## config.mk

```make
export PLATFORM = sky130hd
export DESIGN_NAME = dds_profile_scheduler
export DESIGN_NICKNAME = d
export VERILOG_FILES = /design/src/rtl/dds_sched_pkg.sv /design/src/rtl/sched_cmd_fifo.sv /design/src/rtl/dds_profile_scheduler.sv
export SDC_FILE = /design/constraint.sdc
export NUM_CORES = 1
export LEC_CHECK = 0
export ABC_AREA = 1
export CAP_MARGIN = 0
export CELL_PAD_IN_SITES_DETAIL_PLACEMENT = 0
export CELL_PAD_IN_SITES_GLOBAL_PLACEMENT = 1
export CORE_ASPECT_RATIO = 1.2
export CORE_MARGIN = 3
export CORE_UTILIZATION = 47
export DETAILED_ROUTE_END_ITERATION = 8
export MAX_ROUTING_LAYER = met4
export PLACE_DENSITY_LB_ADDON = 0.1
export SETUP_SLACK_MARGIN = 0.02
export SKIP_LAST_GASP = 1
export SLEW_MARGIN = 25
export SYNTH_ARGS = -nofsm -noshare
export SYNTH_HDL_FRONTEND = slang
export SYNTH_SLANG_ARGS = --single-unit
```

## constraint.sdc

```tcl
create_clock -name clk -period 11.1 [get_ports clk]
set_clock_uncertainty 0.1 [all_clocks]
set_input_delay 1.665 -clock clk [delete_from_list [all_inputs] [get_ports clk]]
set_output_delay 1.665 -clock clk [all_outputs]
set_load 0.01 [all_outputs]
```

## src/rtl/dds_sched_pkg.sv

```systemverilog
// Shared types for the DDS profile scheduler: command record, widths and FSM states.
package dds_sched_pkg;

  localparam int TS_W = 48;
  localparam int PH_W = 14;

  // 'time' is a reserved word, so the apply time is held in at_time.
  typedef struct packed {
    logic [TS_W-1:0] at_time;
    logic [TS_W-1:0] freq;
    logic [PH_W-1:0] phase;
    logic            rebase;
  } dds_cmd_t;

  typedef enum logic [1:0] {
    IDLE  = 2'd0,
    WAIT  = 2'd1,
    APPLY = 2'd2
  } sched_state_t;

endpackage

```

## src/rtl/sched_cmd_fifo.sv

```systemverilog
// First-word-fall-through command queue; clear empties it in one cycle and wins over push/pop.
module sched_cmd_fifo
  import dds_sched_pkg::*;
#(
  parameter int DEPTH = 4
) (
  input  logic                   clk,
  input  logic                   reset,
  input  logic                   clear,
  input  logic                   push,
  input  logic                   pop,
  input  dds_cmd_t               din,
  output dds_cmd_t               dout,
  output logic [$clog2(DEPTH):0] count,
  output logic                   full,
  output logic                   empty
);

  localparam int AW = $clog2(DEPTH);
  localparam logic [AW:0] FULL_CNT = DEPTH[AW:0];

  dds_cmd_t        mem [DEPTH];
  logic [AW-1:0]   wr_ptr;
  logic [AW-1:0]   rd_ptr;
  logic            push_ok;
  logic            pop_ok;

  assign full    = (count == FULL_CNT);
  assign empty   = (count == '0);
  assign push_ok = push & ~full & ~clear & ~reset;
  assign pop_ok  = pop & ~empty & ~clear;
  assign dout    = mem[rd_ptr];

  always_ff @(posedge clk) begin
    if (push_ok) mem[wr_ptr] <= din;
  end

  always_ff @(posedge clk) begin
    if (reset || clear) begin
      wr_ptr <= '0;
      rd_ptr <= '0;
      count  <= '0;
    end else begin
      if (push_ok) wr_ptr <= wr_ptr + 1'b1;
      if (pop_ok)  rd_ptr <= rd_ptr + 1'b1;
      case ({push_ok, pop_ok})
        2'b10:   count <= count + 1'b1;
        2'b01:   count <= count - 1'b1;
        default: count <= count;
      endcase
    end
  end

endmodule

```

## src/rtl/dds_profile_scheduler.sv

```systemverilog
// Timed profile sequencer: queues {time, freq, phase, rebase} commands and loads the
// MAC A/B/C registers when the system timestamp reaches each command's time.
module dds_profile_scheduler
  import dds_sched_pkg::*;
#(
  parameter int DEPTH       = 4,
  parameter int MAC_LATENCY = 3
) (
  input  logic                   clk,
  input  logic                   reset,
  input  logic [TS_W-1:0]        timestamp,
  input  logic                   cmd_valid,
  output logic                   cmd_ready,
  input  logic [TS_W-1:0]        cmd_time,
  input  logic [TS_W-1:0]        cmd_freq,
  input  logic [PH_W-1:0]        cmd_phase,
  input  logic                   cmd_rebase,
  input  logic                   flush,
  output logic [TS_W-1:0]        mac_A,
  output logic [TS_W-1:0]        mac_B,
  output logic [PH_W-1:0]        mac_C,
  output logic [TS_W-1:0]        mac_D,
  output logic                   out_valid,
  output logic                   applied,
  output logic                   late_error,
  output logic [$clog2(DEPTH):0] q_count
);

  sched_state_t       state;
  dds_cmd_t           push_cmd;
  dds_cmd_t           head;
  logic               full;
  logic               empty;
  logic               push;
  logic               fire;
  logic [TS_W-1:0]    diff;
  logic [MAC_LATENCY:0] vsr;

  assign cmd_ready = ~reset & ~flush & ~full;
  assign push      = cmd_valid & cmd_ready;
  assign push_cmd  = '{at_time: cmd_time, freq: cmd_freq, phase: cmd_phase, rebase: cmd_rebase};

  sched_cmd_fifo #(.DEPTH(DEPTH)) u_fifo (
    .clk   (clk),
    .reset (reset),
    .clear (flush),
    .push  (push),
    .pop   (fire),
    .din   (push_cmd),
    .dout  (head),
    .count (q_count),
    .full  (full),
    .empty (empty)
  );

  // Signed modular distance, so a due time just past the 2^TS_W wrap still compares correctly.
  assign diff = timestamp - head.at_time;
  assign fire = (state == WAIT) & ~empty & ~diff[TS_W-1] & ~flush;

  // The commit happens on the WAIT cycle that finds the head due; APPLY is the cycle after it.
  always_ff @(posedge clk) begin
    if (reset || flush) begin
      state <= IDLE;
    end else begin
      case (state)
        IDLE:    if (!empty) state <= WAIT;
        WAIT:    if (fire) state <= APPLY;
        APPLY:   state <= empty ? IDLE : WAIT;
        default: state <= IDLE;
      endcase
    end
  end

  assign applied   = (state == APPLY);
  assign out_valid = vsr[MAC_LATENCY];

  always_ff @(posedge clk) begin
    if (reset) begin
      mac_A      <= '0;
      mac_B      <= '0;
      mac_C      <= '0;
      mac_D      <= '0;
      late_error <= 1'b0;
      vsr        <= '0;
    end else begin
      mac_D <= timestamp;
      if (flush) vsr <= '0;
      else       vsr <= {vsr[MAC_LATENCY-1:0], vsr[0] | fire};
      if (fire) begin
        mac_B <= head.freq;
        mac_C <= head.phase;
        if (head.rebase) mac_A <= head.at_time;
        if (diff != '0) late_error <= 1'b1;
      end
    end
  end

endmodule

```

==> run metrics, run 1 <==
status=completed; Critical Path Start Type=flip-flop; period utilization=between 60% and 70%; Clock Path Buffers=3; post-route cell area=around 33000 um2; DRC viols=0; Max Cap Viol=0; drt pass-1 iters=5; Power Density=151 nW/um2; post-DR vias/cell=5.23; worst vdd ir=about 140 uV; share of cells above drive strength 1=approximately 5.1%; IO Count=around 330; fmax=roughly 140 MHz; DR vias=roughly 20000; worst hold endpoint=vsr[2]$_SDFF_PP0_; Die Area=between 50000 and 60000 um2; Crit. End Element=flip-flop; dominant cell type by area after synthesis=edfxtp_1; Fin. Hold Viols=0; ys async rst share=0%; Req. time, crit path=11.46 ns; Post-Syn Nets=roughly 3000; Root Buffer=clkbuf_16; sink count of the clock tree=618; grt ovf=0; total CTS buffers=60; clock tree from TritonCTS=done; Die W=~220 um; Core Area=between 50000 and 60000 um2; 1st-iter DRT viols=around 1400; Distinct cells, synth=41; Hold Crit Class=reg -> reg; Worst Hold Slack=between 0.3 and 0.4 ns; WP data arrival=7.29 ns; vias in the first global route=approximately 20000; Leakage Power=about 13 nW; syn avg cell area=just under 10 um2; Max Transition Viols Final=0; Slew HR=about 28%; fin cells=~3900; final worst slack=4.17 ns; total power=between 4 and 5 mW; r2r worst-path depth=22; H-tree depth=2; global-route wire length before repair=116 mm; pre-CTS setup slack=between 3 and 4 ns; Final #Nets=around 3300; most common cell in the synthesized netlist=nand2_1; commonest cells in the netlist=731 x nand2_1, 444 x edfxtp_1, 319 x inv_1; Max FO, Critical Path=roughly 120; EDFF count, synth=between 400 and 500; gpl congestion=between 0.9 and 1; Yosys reg bits=between 600 and 700; Tightest Pin Transition=1.08 ns; PostCTS Resize Cnt=0; Port Buf Inserts=around 330; largest net degree at the start of global routing=~120; Post-Syn Instances=~2800; Util after Layout=about three fifths; Final ANT Viol Nets=0; Final min period=just under 7 ns; # rows=95; Worst R2R Setup Slack=between 4 and 5 ns; Cell Area, Placed=between 30000 and 40000 um2; Hold Crit Depth=2; initial antenna violation count=6; dominant cells by area after synthesis=edfxtp_1 50%, dfxtp_1 13%, nand2_1 10%, inv_1 4.5%, nor2_1 4.4%; Post CTS Setup Buffer Count=0; reg-to-reg critical path endpoint=mac_A[13]$_SDFFE_PP0P_; Final HPWL DP=52.2 mm; post-synthesis sequential area ratio=63.0%; Syn Std Cell Area=between 20000 and 30000 um2; dominant register cell in the synthesized netlist=edfxtp_1; Hold-fix buffers, CTS=0; total negative slack=0 ns; Final setup viols=0; detailed-route wire length per cell=19.7 um; Die H=approximately 270 um; Routed WL=approximately 76 mm; crit path kind=reg -> reg; unrepaired setup endpoints after global routing=false; Tot GR Track Use=about 26%; DP Cell Count=3736; Worst-path clk slew=0.07 ns; Hold Crit Start=vsr[1]$_SDFF_PP0_; Synth Warn #=0; Clk Latency, worst-skew pair=0.63 ns; area growth from synthesis to layout=22.5%; Initial Util=between 40% and 50%; share of the synthesized area in the top cell type=about half
## worst max-delay path by stage
stage | from | to | cells after the start
after floorplan | reset | u_fifo.mem[0][0]$_DFFE_PP_ | 6
after global placement | flip-flop | u_fifo.count[2]$_SDFFE_PP0P_ | 25
after detailed placement | flip-flop | mac_A[13]$_SDFFE_PP0P_ | 22
after CTS | flip-flop | mac_A[13]$_SDFFE_PP0P_ | 22
after global routing | flip-flop | u_fifo.count[2]$_SDFFE_PP0P_ | 25
final | flip-flop | mac_A[13]$_SDFFE_PP0P_ | 22
## worst max-delay path: stages (launching register included)
cell and delay (ns):
dfxtp_4 0.56, inv_6 0.74, buf_6 0.65, nand2_1 0.10, a32oi_1 0.40, inv_1 0.08, ha_1 0.39, nand2_1 0.13
nor2_1 0.24, nand2_1 0.13, inv_2 0.08, nand2_1 0.07, nor2_1 0.08, nand2_1 0.07, nand4_1 0.08, nand2_1 0.10
inv_2 0.08, nand2_4 0.46, inv_4 0.93, nand2_2 0.56, buf_4 0.44, nand2_1 0.10, a21oi_1 0.06
## logic make-up after synthesis
group                    count (synthesis)  synth area share (%)
AND/OR/NAND/NOR                       1195                  17.7
AO/OA/AOI/OAI                          448                  9.61
buffers and inverters                  450                  6.59
adder cells (fa/ha/maj)                 54                  2.59
XOR/XNOR                                15                 0.492
flip-flops                             618                  63.0
## final cells by class
cell class | instances | area [um2]
antenna | 7 | 17.5
clock buffer | 84 | 1710
clock inverter | 30 | 347
fill | 4892 | 23400
inverter | 331 | 1250
multi-input combinational | 1712 | 8170
sequential | 618 | 16800
tap | 727 | 910
timing repair buffer | 348 | 3500
## registers in the layout (all words and copies together), names as in the netlist, named ones only
signal and flops:
mac_D 48, late_error 1, u_fifo.count 3, u_fifo.mem 444
state 2, u_fifo.rd_ptr 2, mac_C 14, vsr 4
mac_A 48, u_fifo.wr_ptr 2, mac_B 48
## where the power goes
part           internal (mW)  switching (mW)  total [mW]
Combinational          0.137           0.210       0.347
Clock                   1.22           0.869        2.09
Sequential              2.50         0.00580        2.50
## per-layer routing
layer | global-route usage [%] | vias to the layer above | routed length, um
li1 | - | 9859 | -
met1 | 33.6 | 9679 | 32900
met2 | 43.0 | 516 | 37400
met3 | 3.91 | 104 | 4050
met4 | 6.40 | 0 | 1680
met5 | - | - | 0
## cells in the final DEF, fill, tap and decap left out, types with 6 or more instances in the layout
cell type	n
o22ai_1	63
nand4_1	15
clkbuf_16	63
a21oi_2	10
diode_2	7
nand2_1	731
buf_4	17
xor2_1	14
inv_1	318
ha_1	52
o21ai_0	134
nand3_1	105
nor2_1	308
inv_2	8
clkinv_1	11
a32oi_1	46
edfxtp_1	444
clkinv_2	6
bufinv_16	6
nand2_2	14
clkbuf_1	16
clkdlybuf4s50_1	326
o21bai_1	7
dfxtp_1	172
a21oi_1	180
(Power assumes the default switching activity.)
==> run 2: changes to the inputs <==
--- a/config.mk
+++ b/config.mk
@@ -11,7 +11,7 @@
 export CELL_PAD_IN_SITES_GLOBAL_PLACEMENT = 1
 export CORE_ASPECT_RATIO = 1.2
 export CORE_MARGIN = 3
-export CORE_UTILIZATION = 47
+export CORE_UTILIZATION = 39
 export DETAILED_ROUTE_END_ITERATION = 8
 export MAX_ROUTING_LAYER = met4
 export PLACE_DENSITY_LB_ADDON = 0.1
==> constraint.sdc (replaced) <==
create_clock -name clk -period 5.74 [get_ports clk]
set_clock_uncertainty 0.1 [all_clocks]
set_input_delay 0.861 -clock clk [delete_from_list [all_inputs] [get_ports clk]]
set_output_delay 0.861 -clock clk [all_outputs]
set_load 0.01 [all_outputs]
==> run 2 against run 1 <==
Design area up 0.93%. Combinational power up 95%. Final cell count up 4.9%. Highest routed layer unchanged. Sequential power up 94%. Worst hold slack better by 0.0020 ns.
==> run metrics, run 2 (same netlist as run 1, synthesis figures left out) <==
Most flops, register=u_fifo.mem; initial antenna violation count=12 (+6); worst hold endpoint=vsr[3]$_SDFF_PP0_; Max Cap Viol=0 (unchanged); drt pass-1 iters=5 (unchanged); Routed WL=81.0 mm (+6.6%); Final ANT Viol Nets=0 (unchanged); Hold Crit Class=reg -> reg; area growth from synthesis to layout=23.7%; # rows=104 (+9.5%); Slew HR=31.8% (+4.1 points); sink count of the clock tree=618 (unchanged); clock tree from TritonCTS=done; period utilization=85.8% (+23 points); Crit. End Element=flip-flop; Hold Crit Start=vsr[2]$_SDFF_PP0_; most frequent cells in the layout=731 x nand2_1, 444 x edfxtp_1, 326 x clkdlybuf4s50_1; unrepaired setup endpoints after global routing=false; DRC viols=0 (unchanged); Hold Crit Depth=2 (unchanged); H-tree depth=3 (+1); grt ovf=0 (unchanged); Hold-fix buffers, CTS=0 (unchanged); Max FO, Critical Path=66 (-46%); crit path kind=reg -> reg; DR vias=20240 (+0.41%); Die Area=71700 um2 (+20%); Util after Layout=49.0% (-9.3 points); Die H=293 um (+9.6%); Core Area=67400 um2 (+20%); largest net degree at the start of global routing=113 (-8.9%); PostCTS Resize Cnt=0 (unchanged); Die W=245 um (+9.5%); fmax=203 MHz (+41%); area of the multi-input gates=8170 um2 (unchanged); Root Buffer=clkbuf_16; detailed-route wire length per cell=20.0 um (+1.6%); worst vdd ir=236 uV (+64%); fill count=6400 (+31%); Post CTS Setup Buffer Count=0 (unchanged); Req. time, crit path=6.15 ns (-5.31 ns); Final #Nets=3298 (+0.30%); WP data arrival=5.33 ns (-1.96 ns); vias in the first global route=20135 (+2.0%); Final setup viols=0 (unchanged); Final HPWL DP=55.0 mm (+5.5%); max reg flops=444 (unchanged); 1st-iter DRT viols=1193 (-17%); status=completed; Worst Hold Slack=0.309 ns (+0.00196 ns); Clock Path Buffers=3 (unchanged); Initial Util=39.6% (-8.0 points); global-route wire length before repair=122 mm (+5.5%); total CTS buffers=66 (+10%); gpl congestion=0.907 (-4.7%); Tightest Pin Transition=1.02 ns (-0.0515 ns); commonest non-fill, non-tap cell in the layout=nand2_1; Worst R2R Setup Slack=0.81 ns (-3.35 ns); Port Buf Inserts=327 (unchanged); Critical Path Start Type=flip-flop; IO Count=328 (unchanged); post-DR vias/cell=5.00 (-4.3%); Leakage Power=12.9 nW (+0.39%); Final min period=4.93 ns (-2.01 ns); Max Transition Viols Final=0 (unchanged); Fin. Hold Viols=0 (unchanged); r2r worst-path depth=22 (unchanged); Worst-path clk slew=0.06 ns (about the same); Clk Latency, worst-skew pair=0.60 ns (-0.03 ns); Sequential Area=16800 um2 (unchanged); share of cells above drive strength 1=5.65% (+0.52 points); Power Density=292 nW/um2 (+93%); Tot GR Track Use=23.1% (-2.7 points)
-- run 2: changes by cell type in the layout (fill, tap and decap cells not counted), sizes merged --
cell    change
buf         +4
clkinv      +3
diode       +5
inv         +4
bufinv      -4
clkbuf      +4
-- run 2: report_power, final --
group / internal, mW / switching (mW) / leakage [nW]
sequential: 4.83 / 0.0118 / 5.43
clock: 2.34 / 1.77 / 1.04
combinational: 0.265 / 0.412 / 6.41
total: 7.44 / 2.19 / 12.9
-- run 2: worst max path at each step --
stage              start                         end  slack, ns  cells after the start
2_1_floorplan      reset  u_fifo.mem[0][0]$_DFFE_PP_      -1.63                      6
3_3_place_gp   flip-flop                   flip-flop       0.80                     22
3_5_place_dp   flip-flop                   flip-flop       0.75                     22
4_1_cts        flip-flop                   flip-flop       0.72                     22
5_1_grt        flip-flop                   flip-flop       0.22                     22
6_report       flip-flop                   flip-flop       0.81                     22
-- run 2: through the flow --
step | total power, mW | TNS [ns] | cell area [um2] | setup slack [ns] | instances
6_report | 9.63 | 0 | 33000 | 0.812 | 4047
3_3_place_gp | 5.61 | 0 | 30900 | 0.802 | 3914
3_5_place_dp | 5.61 | 0 | 30900 | 0.746 | 3914
5_1_grt | 9.99 | 0 | 33000 | 0.221 | 4046
4_1_cts | 9.75 | 0 | 33000 | 0.720 | 4035
2_1_floorplan | 5.28 | -723.24 | 26700 | -1.63 | 2780
-- run 2: critical path, stage by stage (launching register included) --
cell	delay, ns
dfxtp_4	0.53
buf_4	0.59
a21oi_1	0.16
a32oi_1	0.41
inv_1	0.09
ha_1	0.40
nand2_1	0.14
nor2_1	0.22
inv_1	0.07
nor2_1	0.15
nand2_1	0.13
nor2_1	0.12
nand2_1	0.07
nand3_1	0.08
nand2_1	0.05
nand2_1	0.11
inv_2	0.08
nand2_4	0.07
buf_4	0.68
nor2_1	0.17
xor2_1	0.17
inv_1	0.05
nor2_1	0.11
-- run 2: routing by layer --
layer,GRT usage (%),wire length (um),vias to the layer above
li1,-,-,9904
met1,27.5,33200,9723
met2,39.5,40600,501
met3,5.01,5050,112
met4,6.77,2140,0
met5,-,0,-
-- run 2: layout make-up --
class	instances	share of cell area (%)
Sequential cell	618	50.9
Multi-Input combinational cell	1712	24.7
Timing Repair Buffer	352	10.7
Clock buffer	88	5.51
Inverter	331	3.79
Tap cell	901	3.41
Clock inverter	33	0.807
Antenna cell	12	0.0909
==> run 3: changes to the inputs <==
--- a/config.mk
+++ b/config.mk
@@ -15,6 +15,7 @@
 export DETAILED_ROUTE_END_ITERATION = 8
 export MAX_ROUTING_LAYER = met4
 export PLACE_DENSITY_LB_ADDON = 0.1
+export RECOVER_POWER = 25
 export SETUP_SLACK_MARGIN = 0.02
 export SKIP_LAST_GASP = 1
 export SLEW_MARGIN = 25
==> run 3 against run 2 <==
Global-route usage did not move. Final cell count rose by 0.20%. Sequential cell count unchanged. Core utilization about the same. Die area did not move. Fmax shrank 0.28%. Clock-buffer cell count stayed put. Sequential share of layout area is essentially flat. Highest routed layer unchanged.
==> run metrics, run 3 (same netlist as run 1, synthesis figures left out) <==
PostCTS Resize Cnt=0 (unchanged); drt pass-1 iters=5 (unchanged); Tot GR Track Use=23.1% (unchanged); Req. time, crit path=6.15 ns (about the same); worst vdd ir=237 uV (+0.39%); Die W=245 um (unchanged); Slowest cell on crit path=buf_4; switch share=22.8% (about the same); Gate power share=6.9% (about the same); grt ovf=0 (unchanged); Power Density=291 nW/um2 (-0.22%); crit path cell chain=buf_4 > a21oi_1 > a32oi_1 > inv_1 > ha_1 > nand2_1 > nor2_1 > inv_1 > nor2_1 > nand2_1 > nor2_1 > nand2_1 > nand3_1 > nand2_1 > nand2_1 > inv_2 > nand2_4 > buf_4 > nor2_1 > xor2_1 > inv_1 > nor2_1; Final #Nets=3298 (unchanged); Tightest Pin Transition=1.04 ns (+0.0118 ns); slowest cell delay on critical path=0.68 ns (about the same); Root Buffer=clkbuf_16; Most flops, register=u_fifo.mem; Max Transition Viols Final=0 (unchanged); period utilization=86.1% (+0.24 points); fin cells=4055 (+0.20%); share of cells above drive strength 1=5.65% (unchanged); Crit. End Element=flip-flop; Slew HR=31.0% (-0.78 points); final worst slack=0.799 ns (-0.0138 ns); Initial Util=39.6% (unchanged); most frequent cells in the layout=731 x nand2_1, 444 x edfxtp_1, 318 x inv_1; Clock Path Buffers=3 (unchanged); Core Area=67400 um2 (unchanged); Final setup viols=0 (unchanged); pre-CTS setup slack=0.746 ns (unchanged); max reg flops=444 (unchanged); commonest non-fill, non-tap cell in the layout=nand2_1; gpl congestion=0.907 (unchanged); H-tree depth=3 (unchanged); DR vias=20258 (+0.089%); status=completed; largest net degree at the start of global routing=113 (unchanged); r2r worst-path depth=22 (unchanged); Max Cap Viol=0 (unchanged); Hold Crit Start=vsr[2]$_SDFF_PP0_; Clk Latency, worst-skew pair=0.60 ns (about the same); Port Buf Inserts=327 (unchanged); fill count=6402 (+0.031%); post-route cell area=33000 um2 (about the same); Leakage Power=12.9 nW (+0.16%); # rows=104 (unchanged); Die H=293 um (unchanged); Int Pwr=7.42 mW (-0.15%); Hold-fix buffers, CTS=0 (unchanged); Die Area=71700 um2 (unchanged); DRC viols=0 (unchanged); sink count of the clock tree=618 (unchanged); Sw Pwr=2.19 mW (-0.21%); Worst R2R Setup Slack=0.80 ns (about the same); detailed-route wire length per cell=20.0 um (-0.21%); Critical Path Start Type=flip-flop; area growth from synthesis to layout=23.7% (about the same); IO Count=328 (unchanged); Final HPWL DP=55.0 mm (unchanged); Clock power frac=42.7% (about the same); Util after Layout=49.0% (about the same); vias in the first global route=20135 (unchanged); Hold Crit Class=reg -> reg; WP data arrival=5.35 ns (+0.02 ns); Post CTS Setup Buffer Count=0 (unchanged); gr busiest metal=met2; Final min period=4.94 ns (+0.0138 ns); 1st-iter DRT viols=1202 (+0.75%); global-route wire length before repair=122 mm (unchanged); Final ANT Viol Nets=0 (unchanged); Fin. Hold Viols=0 (unchanged); crit path kind=reg -> reg; M3 GR Usage=5.01% (unchanged); Cell Area, Placed=30900 um2 (unchanged); grt met1 use=27.5% (unchanged); unrepaired setup endpoints after global routing=false; DP Cell Count=3914 (unchanged); clock tree from TritonCTS=done; GR Layer Usage met2=39.5% (unchanged); fmax=202 MHz (-0.28%); initial antenna violation count=26 (+14); sequential cell fraction of total power=50.3% (about the same); total CTS buffers=66 (unchanged); Hold Crit Depth=2 (unchanged); Max FO, Critical Path=66 (unchanged); Routed WL=81.0 mm (about the same); Worst-path clk slew=0.06 ns (about the same); Worst Hold Slack=0.309 ns (+0.0000570 ns); post-DR vias/cell=5.00 (-0.11%)
run 3: cell count changes in the layout (fill, tap and decap cells not counted), sizes merged:
cell,change
dlygate4sd3,+78
clkdlybuf4s50,-78
diode,+8
run 3: layer usage:
metal / vias to the layer above / part of all wire [%]
met4: 0 / 2.7
li1: 9916 / -
met3: 122 / 5.9
met2: 498 / 50
met5: - / 0
met1: 9722 / 41
run 3: path summary, 6_finish.rpt:
check                            to
setup / recovery          flip-flop
setup reg to reg          flip-flop
hold reg to reg   vsr[3]$_SDFF_PP0_
hold / removal    vsr[3]$_SDFF_PP0_
run 3: final cells by class:
type                       count  area (um2)  area share, %
sequential                   618       16800           50.9
multi-input combinational   1712        8170           24.7
timing repair buffer         352        3540           10.7
clock buffer                  88        1820           5.50
inverter                     331        1250           3.79
tap                          901        1130           3.41
clock inverter                33         267          0.807
antenna                       20        50.0          0.151
run 3: power groups by stage:
stage / combinational (mW) / clock [mW] / sequential [mW]
floorplan: 0.328 / 0 / 4.95
global placement: 0.680 / 0 / 4.93
detailed placement: 0.681 / 0 / 4.93
CTS: 0.684 / 4.23 / 4.84
global route: 0.744 / 4.39 / 4.84
finish: 0.667 / 4.11 / 4.84
run 3: metrics by stage:
| step | total power, mW | setup TNS [ns] |
|---|---|---|
| 3_3_place_gp | 5.61 | 0 |
| 4_1_cts | 9.75 | 0 |
| 6_report | 9.61 | 0 |
| 5_1_grt | 9.98 | 0 |
| 2_1_floorplan | 5.28 | -723.24 |
| 3_5_place_dp | 5.61 | 0 |
run 3: worst max-delay path, delay by kind of cell, from the launching register on:
family / cells / cell delay, ns
flip-flops: 1 / 0.53
XOR/XNOR: 1 / 0.17
buffers and inverters: 6 / 1.57
adder cells (fa/ha/maj): 1 / 0.40
AND/OR/NAND/NOR: 12 / 1.41
AO/OA/AOI/OAI: 2 / 0.59
